==> src/rtl/pipe_hazard_ctrl.sv <==
// Hazard, forwarding and stall controller for the 5-stage RISC_TOY pipeline.
// Combinational stage controls; registered data-wait FSM and saturating perf counters.
module pipe_hazard_ctrl #(
    parameter int unsigned AW      = 5,
    parameter int unsigned CNTW    = 16,
    parameter int unsigned MAXWAIT = 255,
    parameter bit          R0_ZERO = 1'b0
) (
    input  logic            CLK,
    input  logic            RST,
    input  logic [AW-1:0]   RA0_D,
    input  logic [AW-1:0]   RA1_D,
    input  logic            USE0_D,
    input  logic            USE1_D,
    input  logic [AW-1:0]   RA0_E,
    input  logic [AW-1:0]   RA1_E,
    input  logic            USE0_E,
    input  logic            USE1_E,
    input  logic [AW-1:0]   WA_E,
    input  logic            WEN_E,
    input  logic            LOAD_E,
    input  logic [AW-1:0]   WA_M,
    input  logic            WEN_M,
    input  logic [AW-1:0]   WA_W,
    input  logic            WEN_W,
    input  logic            TAKEN_E,
    input  logic            IRDY,
    input  logic            DREQ_M,
    input  logic            DRDY,
    output logic            PCWrite,
    output logic            FDWrite,
    output logic            DEWrite,
    output logic            EMWrite,
    output logic            MWWrite,
    output logic            FDFlush,
    output logic            DEFlush,
    output logic [1:0]      FW1,
    output logic [1:0]      FW2,
    output logic            MEM_ERR,
    output logic [CNTW-1:0] STALL_CNT,
    output logic [CNTW-1:0] FLUSH_CNT,
    output logic [1:0]      DBG_STATE
);

    typedef enum logic [1:0] {
        IDLE  = 2'd0,
        DWAIT = 2'd1,
        ERR   = 2'd2
    } dstate_e;

    localparam logic [15:0]     MAXW = 16'(MAXWAIT);
    localparam logic [CNTW-1:0] CMAX = '1;

    dstate_e         state_q, state_d;
    logic [15:0]     wcnt_q, wcnt_d;
    logic [CNTW-1:0] stall_q, stall_d;
    logic [CNTW-1:0] flush_q, flush_d;

    logic freeze;
    logic lu;
    logic redirect;
    logic stall_inc;

    // Address 0 can be made a hard-wired zero register that never aliases a producer.
    function automatic logic match(input logic [AW-1:0] a, input logic [AW-1:0] b);
        return (a == b) && !(R0_ZERO && (a == '0));
    endfunction

    function automatic logic [1:0] fw_sel(input logic use_e, input logic [AW-1:0] ra);
        if (use_e && WEN_M && match(ra, WA_M)) begin
            return 2'b01;
        end else if (use_e && WEN_W && match(ra, WA_W)) begin
            return 2'b10;
        end
        return 2'b00;
    endfunction

    assign lu = LOAD_E && WEN_E &&
                ((USE0_D && match(RA0_D, WA_E)) || (USE1_D && match(RA1_D, WA_E)));

    // A DRDY in the same cycle as the request releases the freeze without a state visit.
    assign freeze    = (state_q == ERR) || (DREQ_M && !DRDY);
    assign redirect  = !freeze && TAKEN_E;
    assign stall_inc = freeze || lu || (!IRDY && !TAKEN_E);

    always_comb begin
        PCWrite = 1'b1;
        FDWrite = 1'b1;
        DEWrite = 1'b1;
        EMWrite = 1'b1;
        MWWrite = 1'b1;
        FDFlush = 1'b0;
        DEFlush = 1'b0;
        FW1     = fw_sel(USE0_E, RA0_E);
        FW2     = fw_sel(USE1_E, RA1_E);
        if (RST) begin
            PCWrite = 1'b0;
            FDWrite = 1'b0;
            DEWrite = 1'b0;
            EMWrite = 1'b0;
            MWWrite = 1'b0;
            FDFlush = 1'b1;
            DEFlush = 1'b1;
            FW1     = 2'b00;
            FW2     = 2'b00;
        end else if (freeze) begin
            PCWrite = 1'b0;
            FDWrite = 1'b0;
            DEWrite = 1'b0;
            EMWrite = 1'b0;
            MWWrite = 1'b0;
        end else if (TAKEN_E) begin
            FDFlush = 1'b1;
            DEFlush = 1'b1;
        end else if (lu) begin
            PCWrite = 1'b0;
            FDWrite = 1'b0;
            DEFlush = 1'b1;
        end else if (!IRDY) begin
            PCWrite = 1'b0;
            FDFlush = 1'b1;
        end
    end

    always_comb begin
        state_d = state_q;
        wcnt_d  = wcnt_q;
        case (state_q)
            IDLE: begin
                if (DREQ_M && !DRDY) begin
                    state_d = DWAIT;
                    wcnt_d  = 16'd1;
                end
            end
            DWAIT: begin
                if (DRDY) begin
                    state_d = IDLE;
                    wcnt_d  = 16'd0;
                end else if (wcnt_q == MAXW) begin
                    state_d = ERR;
                end else begin
                    wcnt_d = wcnt_q + 16'd1;
                end
            end
            ERR:     state_d = ERR;
            default: begin
                state_d = IDLE;
                wcnt_d  = 16'd0;
            end
        endcase
    end

    always_comb begin
        stall_d = stall_q;
        flush_d = flush_q;
        if (stall_inc && (stall_q != CMAX)) begin
            stall_d = stall_q + CNTW'(1);
        end
        if (redirect && (flush_q != CMAX)) begin
            flush_d = flush_q + CNTW'(1);
        end
    end

    always_ff @(posedge CLK or posedge RST) begin
        if (RST) begin
            state_q <= IDLE;
            wcnt_q  <= 16'd0;
            stall_q <= '0;
            flush_q <= '0;
        end else begin
            state_q <= state_d;
            wcnt_q  <= wcnt_d;
            stall_q <= stall_d;
            flush_q <= flush_d;
        end
    end

    assign MEM_ERR   = (state_q == ERR);
    assign STALL_CNT = stall_q;
    assign FLUSH_CNT = flush_q;
    assign DBG_STATE = state_q;

endmodule

==> config.mk <==
export PLATFORM = sky130hd
export DESIGN_NAME = pipe_hazard_ctrl
export DESIGN_NICKNAME = d
export VERILOG_FILES = /design/src/rtl/pipe_hazard_ctrl.sv
export SDC_FILE = /design/constraint.sdc
export NUM_CORES = 1
export LEC_CHECK = 0
export CAP_MARGIN = 10
export CORE_UTILIZATION = 44
export CTS_BUF_LIST = sky130_fd_sc_hd__clkbuf_16
export DETAILED_ROUTE_END_ITERATION = 12
export PLACE_DENSITY_LB_ADDON = 0.08
export SKIP_CTS_REPAIR_TIMING = 1
export SYNTH_ARGS = -nofsm -noshare
export SYNTH_HDL_FRONTEND = slang
export SYNTH_SLANG_ARGS = --single-unit
==> constraint.sdc <==
create_clock -name CLK -period 4.4 [get_ports CLK]
set_input_delay 0.44 -clock CLK [delete_from_list [all_inputs] [get_ports CLK]]
set_output_delay 0.44 -clock CLK [all_outputs]
set_load 0.05 [all_outputs]
; ---- Word level (Yosys, flattened, before mapping)
; Cells that the tools add are included.
; Widths: inputs -> output; s select.
[op_classes]
addsub = 3
multipliers = 0
div_mod_pow = 0
n_lt_le_gt_ge = 0
n_eq_ne = 14
shift = 0
n_mux = 40
bitwise_logic = 1
reduce_logical = 28
[ops]
columns = operator, count
row1 = $add 16x1->16 const B, 3
row2 = $mux 16, 3
row3 = $pmux 16 s3, 1
row4 = $ne 16x16->1 const B, 2
row5 = $eq 5x5->1, 6
row6 = $mux 1, 24
row7 = $mux 2, 11
row8 = $logic_and 1x1->1, 17
row9 = $eq 16x8->1 const B, 1
row10 = $ne 3x3->1 const B, 2
row11 = $pmux 2 s3, 1
row12 = $logic_not 1->1, 4
row13 = $logic_or 1x1->1, 4
row14 = $reduce_and 3->1, 1
row15 = $eq 2x1->1 const B, 1
row16 = $eq 2x2->1 const B, 1
row17 = $logic_not 2->1, 1
row18 = $ne 2x2->1 const B, 1
row19 = $reduce_and 2->1, 1
row20 = $not 1->1, 1
[totals]
register_bits = 50
latchBits = 0
ram_bits = 0
rom_bits = 0
input_bits = 49
out_inout_bits = 46
wordCells = 90
n_memories = 0

; ---- Logic depth before layout (Yosys ltp)
; Gate-level depths: netlist of run 1.
[logic_depth]
depth_word = 8
ltp_mapped = 8
depth_no_buf = 7

; ---- Worst setup path before layout of run 1
; No wires, ideal clock.
[synth_path]
path_kind = input port to output port
startpoint = in RST
endpoint = out DEFlush
arrival_time_ps = 2515
slack_ps = 1445
cell_stages = 2
n_path_buf = 0
path_cell_list = inv_1 -> o21ai_0
[synth_between]
elab_chain_len = 1
[synth_lines]
columns = element, line_no
row1 = "start, declared", 10  ; input logic RST,
row2 = $mux 1, 96  ; if (RST) begin
row3 = "end, declared", 36  ; output logic DEFlush,
; Every way passes these cells.

; ---- Worst setup path in the final report of run 1
[layout_path]
startpoint = in DRDY
endpoint = out FDWrite
[layout_between]
elab_chain_len = 5
[layout_lines]
columns = element, line_no
row1 = "start, declared", 29  ; input logic DRDY,
row2 = $logic_not 1->1, 82  ; assign freeze = (state_q == ERR) || (DREQ_M && !DRDY);
row3 = $logic_and 1x1->1, 82
row4 = $logic_or 1x1->1, 82
row5 = $mux 1, 106  ; end else if (freeze) begin
row6 = $mux 1, 96
row7 = "end, declared", 31  ; output logic FDWrite,
; Every way passes these cells.

==> metrics, run 1 <==
pwr/cell area just under 400 mW/mm²; Slowest cell on crit path clkdlybuf4s50_1; Setup TNS Final 0 ns; commonest cells after routing, fill and taps aside clkdlybuf4s50_1 (94), dfrtp_1 (50), xnor2_1 (49); Hold Path Class reg2reg; Die W 83.4 µm; Global Route Usage Sum 19.5%; HPWL Detailed 5070 µm; H-tree Lvls 2; fraction of layout cells with a size suffix above 1 5.15%; Die H 83.4 µm; Relative slew margins 58.8%; sequential fraction of the synthesis area 42.9%; CP bufs+invs 2; Site Rows 29; Synthesized Nets 347; CP Capture Type output pin; Data required, critical path 3.96 ns; Clock Skew 0.00487 ns; Flop pwr share between 30% and 40%; outcome finished clean; Final GP Congestion around 0.9; DR vias 2473; Synth cell types 41; Reg clk slew, reported paths 0.07 ns; Final ANT Viol Nets 0; final hold violations 0; register area around 0.0013 mm²; vias per cell 5.32; critical path, cell by cell clkdlybuf4s50_1 > nand2b_1 > nand2_1 > nor2_1 > o21a_1 > clkdlybuf4s50_1; fin. max-slew vios 0; largest net degree at the start of global routing 51; die area between 0.006 and 0.007 mm²; CTS Root Cell clkbuf_16; Ys Warns 0; Sink Count 50; initial antenna violation count 0; R2R Setup Slk 2.35 ns; first-pass GRT wire length about 11000 µm; routed wire length per instance 14.0 µm; Ports between 90 and 100; Top Family by Delay on Critical Path buffers and inverters; number of global-route vias before repair around 2400; area grow syn2layout 39.7%; Startpoint Class primary input; Initial Util 45.6%; combinational power share 35.3%; synthesized flop and latch total 50; Core Region 0.00639 mm²; Place WS 1.29 ns; CP max FO 8; Fmax 321 MHz; Leak Pwr about 1.7 nW; Max stage delay on crit path ~0.81 ns; IO Port Bufs 94; setup ws final approximately 1.3 ns; Syn Inst Count 295; number of antenna diodes 0; overall power around 0.0016 W; Layout fillers 544; cell repeated most along the worst path clkdlybuf4s50_1; Starting DRT DRC Count 94; Overflow after GRT 0; Clk pwr share around 27%; Sw Share 36.6%; Final min period 3.11 ns; unrepaired setup endpoints after global routing false; Post-synth EDFFs 0; worst slew pin tran just over 0.6 ns; Top FF cell, synth dfrtp_1; total CTS buffers 5; DRC viols 0; # nets final 439; Internal Power roughly 0.0010 W; Post-synth ARST share 100%; Final period util 70.7%; CTS tree built; final core utilization 63.7%; Critical Path AT 2.67 ns; max_cap viols 0; Sw Pwr between 0.0005 and 0.0006 W; Crit Path Class in2out; Pre-antenna DRT Iters 4; Worst IR Drop VDD 0.437 mV; endpoints failing setup 0; Max clock buf depth 2; Mapped Avg Cell Area 9.88 µm²; post-synth design cell area 0.00291 mm²; commonest non-fill, non-tap cell in the layout clkdlybuf4s50_1; multi-input logic area 0.00158 mm²; clk_lat worst skew roughly 0.28 ns; Routed WL 6520 µm
[worst paths after layout]
check,start,end,cells after the start
max in group asynchronous,RST,wcnt_q[7],3
min,FLUSH_CNT[7],FLUSH_CNT[7],1
max reg2reg,wcnt_q[0],wcnt_q[7],7
min reg2reg,FLUSH_CNT[7],FLUSH_CNT[7],1
max,DRDY,FDWrite,6
min in group asynchronous,RST,STALL_CNT[14],3
[flip-flops by register name (all words and copies together) (netlist names)]
signal / cells
DBG_STATE: 2
FLUSH_CNT: 16
STALL_CNT: 16
wcnt_q: 16
[power groups by stage]
stage / clock network, W / logic (W) / registers [W]
6_report: 0.000434 / 0.000569 / 0.000609
5_1_grt: 0.000465 / 0.000603 / 0.000621
4_1_cts: 0.000448 / 0.000573 / 0.000610
3_5_place_dp: 0 / 0.000572 / 0.000617
3_3_place_gp: 0 / 0.000566 / 0.000616
2_1_floorplan: 0 / 0.000186 / 0.000788
[routing by layer]
layer,part of all wire [%],global-route usage (%),vias up
met5,0,0,-
met4,0.34,3.45,0
met3,5.3,4.97,4
met2,48,32.6,65
met1,46,25.9,1173
li1,-,-,1231
[Yosys cell counts, drive strengths merged, types with 4 or more instances]
cell type  count  area, µm²
nor2          25       93.8
and4           4       35.0
o21ai          9       45.0
dfrtp         50       1250
xnor2         49        429
clkbuf         5       18.8
and3          12       77.6
nand4         24        150
buf            6       43.8
nand2         15       56.3
nand3         21        110
nor4           5       31.3
xor2          22        193
nor3           8       40.0
inv            5       18.8
[stage by stage]
step	std cells	area (µm²)	hold WS (ns)
6_report	465	4070	0.494
5_1_grt	465	4070	0.514
4_1_cts	464	4070	0.494
3_5_place_dp	456	3900	0.484
2_1_floorplan	295	2910	0.469
3_3_place_gp	456	3900	0.477
[layout make-up]
| class | instances | share of cell area (%) |
|---|---|---|
| Multi-Input combinational cell | 229 | 38.9 |
| Sequential cell | 50 | 30.7 |
| Timing Repair Buffer | 96 | 23.4 |
| Clock buffer | 5 | 3.07 |
| Tap cell | 77 | 2.37 |
| Clock inverter | 3 | 1.08 |
| Inverter | 5 | 0.461 |
[logic make-up after synthesis]
| family | Yosys count | synth area share, % |
|---|---|---|
| AO/OA/AOI/OAI | 23 | 5.58 |
| XOR/XNOR | 71 | 21.3 |
| buffers and inverters | 16 | 2.79 |
| AND/OR/NAND/NOR | 127 | 24.1 |
| adder cells (fa/ha/maj) | 3 | 1.29 |
| flip-flops | 50 | 42.9 |
| multiplexers | 5 | 1.93 |
Power figures use the tool's default switching activity.
==> run 2: changes to the inputs <==
==> constraint.sdc (replaced) <==
create_clock -name CLK -period 3.2 [get_ports CLK]
set_input_delay 0.32 -clock CLK [delete_from_list [all_inputs] [get_ports CLK]]
set_output_delay 0.32 -clock CLK [all_outputs]
set_load 0.05 [all_outputs]
==> run 2 against run 1 <==
Against the previous run:
- wire length down 0.26%
- sequential power up 37%
- power up 33%
- sequential cell count unchanged
- non-clock buffer count up 1
- clock power up 19%
- combinational power up 38%
- largest cell class unchanged
- largest power group unchanged
- cell count up 0.22%
==> metrics, run 2 (same netlist as run 1, synthesis figures left out) <==
Crit Path Class in2out; Site Rows 29 (unchanged); routed wire length per instance 14.0 µm (-0.47%); Overflow after GRT 0 (unchanged); Ports 95 (unchanged); Max stage delay on crit path 0.85 ns (+0.04 ns); commonest cells after routing, fill and taps aside clkdlybuf4s50_1 (93), dfrtp_1 (50), xnor2_1 (49); critical path, cell by cell clkdlybuf4s50_1 > xnor2_1 > nand4_1 > o22ai_2 > nor2_1 > o21ai_0 > clkdlybuf4s50_1; hold slack final 0.357 ns (-0.137 ns); DR vias 2480 (+0.28%); Sink Count 50 (unchanged); Final ANT Viol Nets 0 (unchanged); CP Capture Type output pin; pwr/cell area 529 mW/mm² (+33%); Leak Pwr 1.66 nW (-0.15%); RR Startpoint wcnt_q[0]; multi-input logic area 0.00158 mm² (unchanged); endpoints failing setup 0 (unchanged); outcome finished clean; Data required, critical path 2.88 ns (-1.08 ns); Global Route Usage Sum 19.0% (-0.59 points); Reg clk slew, reported paths 0.06 ns (about the same); Relative slew margins 60.5% (+1.7 points); Slowest cell on crit path clkdlybuf4s50_1; CTS Root Cell clkbuf_16; Worst IR Drop VDD 0.492 mV (+13%); Core Region 0.00639 mm² (unchanged); Die H 83.4 µm (unchanged); FF-to-FF path depth 7 (unchanged); cell repeated most along the worst path clkdlybuf4s50_1; Final period util 87.8%; Setup TNS Final 0 ns (unchanged); Routed WL 6510 µm (-0.26%); Layout fillers 539 (-0.92%); fraction of layout cells with a size suffix above 1 5.40% (+0.24 points); total CTS buffers 5 (unchanged); CP bufs+invs 2 (unchanged); CTS tree built; Max clock buf depth 2 (unchanged); Reg-to-Reg End wcnt_q[15]; Pre-antenna DRT Iters 4 (unchanged); Starting DRT DRC Count 120 (+28%); H-tree Lvls 2 (unchanged); Hold Path Class in2async; CP max FO 5 (-3); die area 0.00695 mm² (unchanged); Fmax 356 MHz; commonest non-fill, non-tap cell in the layout clkdlybuf4s50_1; Top Family by Delay on Critical Path buffers and inverters; max_cap viols 0 (unchanged); Final min period 2.81 ns; Startpoint Class primary input; area grow syn2layout 39.0%; largest net degree at the start of global routing 49 (-3.9%); IO Port Bufs 94 (unchanged); Final GP Congestion 0.857 (-4.4%); DRC viols 0 (unchanged); # nets final 440 (+0.23%); worst slew pin tran 0.592 ns (-0.0257 ns); unrepaired setup endpoints after global routing false; R2R Setup Slk 1.16 ns (-1.19 ns); HPWL Detailed 5000 µm (-1.3%); Critical Path AT 2.49 ns (-0.18 ns); number of antenna diodes 0 (unchanged); register area 0.00125 mm² (unchanged); clk_lat worst skew 0.29 ns (about the same); initial antenna violation count 0 (unchanged); vias per cell 5.32 (about the same); first-pass GRT wire length 10900 µm (-3.3%); Die W 83.4 µm (unchanged); Initial Util 45.6% (unchanged); number of global-route vias before repair 2392 (-2.3%); fin. max-slew vios 0 (unchanged); Clock Skew 0.00524 ns (+0.000374 ns); final hold violations 0 (unchanged); overall power 0.00214 W (+33%); final core utilization 63.4% (-0.29 points)
-- run 2: cell count changes in the layout (fill, tap and decap cells not counted), sizes merged --
cell | before | now
buf | 2 | 4
bufinv | 1 | 0
clkdlybuf4s50 | 94 | 93
clkinv | 1 | 2
-- run 2: worst max path at each step --
stage	from	endpoint	slack, ns	depth (start not counted)
after floorplan	RST	DEFlush	0.49	2
after global placement	WA_E[3]	DEFlush	0.43	7
after detailed placement	WA_E[1]	DEFlush	0.39	7
after CTS	WA_E[1]	DEFlush	0.36	7
after global routing	WA_E[0]	DEFlush	0.26	7
final	WA_E[1]	DEFlush	0.39	7
-- run 2: final cells by class --
type                       count  share of cell area, %
clock buffer                   5                   3.09
sequential                    50                   30.9
inverter                       5                  0.463
clock inverter                 3                  0.432
multi-input combinational    229                   39.0
timing repair buffer          97                   23.7
tap                           77                   2.38
-- run 2: per-layer routing --
layer / GRT usage [%] / vias up / routed length (µm)
met3: 4.97 / 8 / 392
met4: 4.55 / 0 / 70
li1: - / 1225 / -
met2: 31.4 / 68 / 3100
met1: 24.8 / 1179 / 2950
met5: 0 / - / 0
-- run 2: where the power goes --
part | switching [W] | total (W) | internal, W
Clock | 0.000231 | 0.000518 | 0.000287
Combinational | 0.000468 | 0.000788 | 0.000320
Sequential | 0.000119 | 0.000835 | 0.000717
Total | 0.000818 | 0.00214 | 0.00132
-- run 2: worst register-to-register path: stages, from the launching register on --
cell	delay, ns
dfrtp_1	0.42
ha_1	0.27
and3_1	0.22
nand4_1	0.25
o21ai_0	0.23
nor3_1	0.32
xnor2_1	0.16
nor2_1	0.05
-- run 2: through the flow --
step	area (µm²)	worst slack (ns)	instances
2_1_floorplan	2910	0.485	295
5_1_grt	4050	0.261	466
3_3_place_gp	3910	0.430	458
3_5_place_dp	3910	0.389	458
4_1_cts	4050	0.355	466
6_report	4050	0.389	466
